### src/rtl/regfile.sv
// -----------------------------------------------------------------------------
// regfile - ToruMIPS general-purpose register file
//
// 32 x 32-bit registers. There are two combinational read ports for decode and
// one synchronous write port driven from write-back. Register $0 is hardwired
// to zero.
//
// Configuration macro:
//   REGFILE_BYPASS_EN - when defined, a write in the current cycle is forwarded
//                       to any enabled read port that reads the same non-zero
//                       index. When undefined, such a read returns the old
//                       value, and the new value is visible after the edge.
//
// Parameters:
//   DATA_W - register width (RegBus)
//   ADDR_W - register index width (RegAddrBus)
//   NREG   - number of registers; must equal 2**ADDR_W
//
// Ports:
//   clk    - clock; all state updates on the rising edge
//   rst    - synchronous reset, active low
//   we     - write enable
//   waddr  - write register index (index 0 is dropped)
//   wdata  - write data
//   re1    - read port 1 enable
//   raddr1 - read port 1 index
//   rdata1 - read port 1 data (0 in reset, when disabled, or for $0)
//   re2    - read port 2 enable
//   raddr2 - read port 2 index
//   rdata2 - read port 2 data (same rules as port 1)
// -----------------------------------------------------------------------------
module regfile #(
  parameter int DATA_W = 32,
  parameter int ADDR_W = 5,
  parameter int NREG   = 32
) (
  input  logic              clk,
  input  logic              rst,
  input  logic              we,
  input  logic [ADDR_W-1:0] waddr,
  input  logic [DATA_W-1:0] wdata,
  input  logic              re1,
  input  logic [ADDR_W-1:0] raddr1,
  output logic [DATA_W-1:0] rdata1,
  input  logic              re2,
  input  logic [ADDR_W-1:0] raddr2,
  output logic [DATA_W-1:0] rdata2
);

  logic [DATA_W-1:0] regs_q [NREG];
  logic [DATA_W-1:0] regs_d [NREG];

  // Write port. $0 is forced to zero here so that it can never hold anything
  // else, whatever is presented on the write port.
  always_comb begin
    // NOTE: the whole array gets a default before the conditional update.
    // Without that default, an incomplete assignment in always_comb infers latches.
    regs_d = regs_q;
    if (we && (waddr != '0)) begin
      regs_d[waddr] = wdata;
    end
    regs_d[0] = '0;
  end

  // NOTE: this storage has a reset because one low cycle of rst must clear
  // every register. For that reason the array is built from flops and not
  // from a RAM macro, which cannot be cleared in one cycle.
  always_ff @(posedge clk) begin
    // NOTE: sequential state uses only non-blocking assignments.
    if (!rst) begin
      regs_q <= '{default: '0};
    end else begin
      regs_q <= regs_d;
    end
  end

  // Same-cycle forwarding. The checks for rst, enable and index 0 come first
  // in the read muxes below, so a hit only has to compare indices here.
  logic byp1_hit;
  logic byp2_hit;

`ifdef REGFILE_BYPASS_EN
  assign byp1_hit = we && (waddr == raddr1);
  assign byp2_hit = we && (waddr == raddr2);
`else
  assign byp1_hit = 1'b0;
  assign byp2_hit = 1'b0;
`endif

  // Read port 1: the conditions are tested in priority order.
  always_comb begin
    rdata1 = '0;
    if (!rst || !re1 || (raddr1 == '0)) begin
      rdata1 = '0;
    end else if (byp1_hit) begin
      rdata1 = wdata;
    end else begin
      rdata1 = regs_q[raddr1];
    end
  end

  // Read port 2: uses the same rules as port 1 and is fully independent of it.
  always_comb begin
    rdata2 = '0;
    if (!rst || !re2 || (raddr2 == '0)) begin
      rdata2 = '0;
    end else if (byp2_hit) begin
      rdata2 = wdata;
    end else begin
      rdata2 = regs_q[raddr2];
    end
  end

endmodule
### config.mk
export PLATFORM = sky130hd
export DESIGN_NAME = regfile
export DESIGN_NICKNAME = d
export VERILOG_FILES = /design/src/rtl/regfile.sv
export SDC_FILE = /design/constraint.sdc
export NUM_CORES = 2
export LEC_CHECK = 0
export CAP_MARGIN = 20
export CORE_ASPECT_RATIO = 1.1
export CORE_MARGIN = 2
export CORE_UTILIZATION = 30
export DETAILED_ROUTE_END_ITERATION = 10
export PLACE_DENSITY = 0.49
export SLEW_MARGIN = 20
export SYNTH_ARGS = -nofsm -noshare
export SYNTH_HDL_FRONTEND = slang
export SYNTH_SLANG_ARGS = --single-unit
export TNS_END_PERCENT = 100
### constraint.sdc
create_clock -name clk -period 4.3 [get_ports clk]
set_input_delay 0.86 -clock clk [delete_from_list [all_inputs] [get_ports clk]]
set_output_delay 0.86 -clock clk [all_outputs]
set_load 0.05 [all_outputs]
==> results.md <==
- Status: finished, violations left
- Violated checks: negative setup slack
- Power Density: 350 nW/µm²
- Primary FF master, synth: dfxtp_1
- Worst hold slack: 0.456 ns
- Critical Path Fanout Max: 27
- Regs by FF count: regs_q (992)
- Synth-to-Final Area Change: 18.3%
- Initial antenna violation count: 10
- Setup ws final: -0.0484 ns
- Final worst-path cycle share: 101%
- # nets final: 6,155
- Slew Viols, Final: 0
- Syn Nets: 6,215
- CP most frequent cell: buf_4
- Critical-path cell list: buf_8, nor2b_2, buf_4, a221o_1, a21oi_1, a211oi_1, buf_4, buf_12
- Hold WC Path Type: in2reg
- Worst-Margin Slew: 1.48 ns
- Layout Utilization: 35.6%
- Vias in the first global route: 46,600
- Synthesized flop and latch total: 992
- Core footprint: 179,000 µm²
- Startpoint types: input pin
- Count leader, synth: nand2_1
- Finished Cell Area: 63,800 µm²
- Post-synth top area share: 36.8%
- WP data arrival: 3.49 ns
- Clk sinks: 992
- Worst-path clk slew: 0.06 ns
- Avg Cell Area, Syn: 8.75 µm²
- H-tree depth: 3
- Final setup fails: 3
- Post-Syn Instances: 6,163
- DIE AREA: 183,000 µm²
- Mapped Area: 53,900 µm²
- Synth warnings: 0
- First-pass DRT Iterations: 6
- Grt ovf: 0
- Later-pin clock latency in the skew report: 0.74 ns
- GRT Total Usage: 27.0%
- I/O Pins: 116
- Final Hold Violating Endpoints: 0
- RePlAce Congestion: 0.894
- F_max: 230 MHz
- Vias: 49,200
- Share of cells above drive strength 1: 18.3%
- Initial DRC count: 5,592
- Multi-input gate area: 31,400 µm²
- DP Area: 59,800 µm²
- Rel. slew slack: 1.23%
- CTS tree: done
- Register area: 19,900 µm²
- Row cnt: 163
- Number of synthesized flops with an enable pin: 0
- Die Ht: 449 µm
- CTS Buf Count: 113
- WP data required: 3.44 ns
- Final wirelength: 257,000 µm
- CP Class: in2out
- Max_cap viols: 0
- Vias per Instance: 5.72
- Largest net degree at the start of global routing: 247
- Drt wl/cell: 29.9 µm
- RSZ-0062 raised after global routing: no
- Area contributors post-synth: dfxtp_1 37%, nand2_1 15%, a21boi_0 13%
- Slowest stage cell, crit path: nor2b_2
- Peak supply drop: 0.000323 V
- Synth async-reset ratio: 0%
- Final ANT Viol Nets: 0
- CP Buf/Inv Count: 4
- Starting Density: 30.1%
- Post-synthesis sequential area ratio: 36.8%
- Leakage Power: 21.1 nW
- Root buffer cell: clkbuf_16
- Top reg by flops: regs_q
- CTS max path bufs: 3
- Filler Cell Count: 18,200
- Peak per-stage delay on the critical path: 0.74 ns
- Minimum clock period: 4.35 ns
- Crit path max-delay family: buffers and inverters
- Dpl hpwl: 161,000 µm
- Worst Setup End Kind: output pin
- Max FFs per register: 992
- Area leader, netlist: dfxtp_1
- Netlist cell types: 57
- Port Buffers: 115
- Synth cell count leaders: 2,088 x nand2_1, 992 x dfxtp_1, 915 x a21boi_0
- Residual DRC: 0
- Skew final: 0 ns
- First-pass GRT wire length: 361,000 µm
- Die width: 408 µm
## layout by cell type (no fill, tap or decap), types with 29 or more instances in the layout
| cell | Yosys | final |
|---|---|---|
| a31oi_1 | 33 | 32 |
| clkdlybuf4s50_1 | 0 | 36 |
| nor2_1 | 68 | 37 |
| a22oi_1 | 70 | 70 |
| buf_12 | 5 | 146 |
| inv_1 | 29 | 29 |
| dfxtp_1 | 992 | 992 |
| a21boi_0 | 915 | 915 |
| mux2_2 | 142 | 142 |
| a21boi_1 | 82 | 82 |
| nand2_1 | 2088 | 2057 |
| nand2_2 | 0 | 31 |
| clkbuf_8 | 0 | 29 |
| nor2_4 | 0 | 30 |
| buf_4 | 28 | 267 |
| mux4_2 | 276 | 276 |
| clkbuf_16 | 0 | 115 |
| mux2i_1 | 288 | 288 |
| o211ai_1 | 35 | 35 |
| a21oi_1 | 32 | 32 |
| a221oi_1 | 60 | 59 |
| a221o_1 | 42 | 42 |
| nor2b_1 | 47 | 41 |
## cell families after synthesis
kind of cell / count (synthesis) / synth area share (%)
AND/OR/NAND/NOR: 2325 / 16.9
AO/OA/AOI/OAI: 1472 / 20.7
flip-flops: 992 / 36.8
multiplexers: 706 / 19.8
buffers and inverters: 668 / 5.70
## where the power goes
part | total [mW] | internal [mW] | switching (mW)
clock | 10.5 | 6.12 | 4.41
combinational | 2.49 | 0.890 | 1.60
sequential | 9.31 | 9.26 | 0.0536
## repair_timing
action,CTS,global route
hold buffers,0,0
endpoints found under the setup margin,11,1
gates resized for setup,11,1
buffers inserted,0,0
## path summary, 6_finish.rpt
check / from / to / slack [ns] / cells after the start
setup / recovery: raddr2[2] / rdata2[22] / -0.05 / 8
setup reg to reg: regs_q[345] / regs_q[345] / 3.55 / 2
hold reg to reg: regs_q[376] / regs_q[376] / 0.46 / 2
hold / removal: rst / regs_q[296] / 0.46 / 2
## through the flow
step                total power, mW  setup slack (ns)  TNS [ns]  instances
floorplan                      10.8             0.320         0       6163
global placement               11.9            -0.353     -1.01       8380
detailed placement             11.9            -0.301    -0.840       8380
CTS                            22.4           0.00738         0       8589
global route                   22.8            0.0169         0       8592
finish                         22.3           -0.0484   -0.0612       8597
## final cells by class
cell class | count | area share (%)
Multi-Input combinational cell | 4503 | 49.3
Sequential cell | 992 | 31.1
Timing Repair Buffer | 462 | 8.49
Clock buffer | 167 | 5.25
Tap cell | 2392 | 4.69
Clock inverter | 42 | 0.959
Inverter | 31 | 0.182
Antenna cell | 8 | 0.0314
## routing by layer
metal	part of all wire [%]	wire length, µm	vias up	track usage, %
met1	41	105000	24500	35.2
met4	5.5	14200	12	13.8
met2	45	114000	2602	42.1
met5	0.058	148	-	0
met3	8.9	22800	682	5.76
li1	-	-	21400	-
Power figures use the tool's default switching activity.
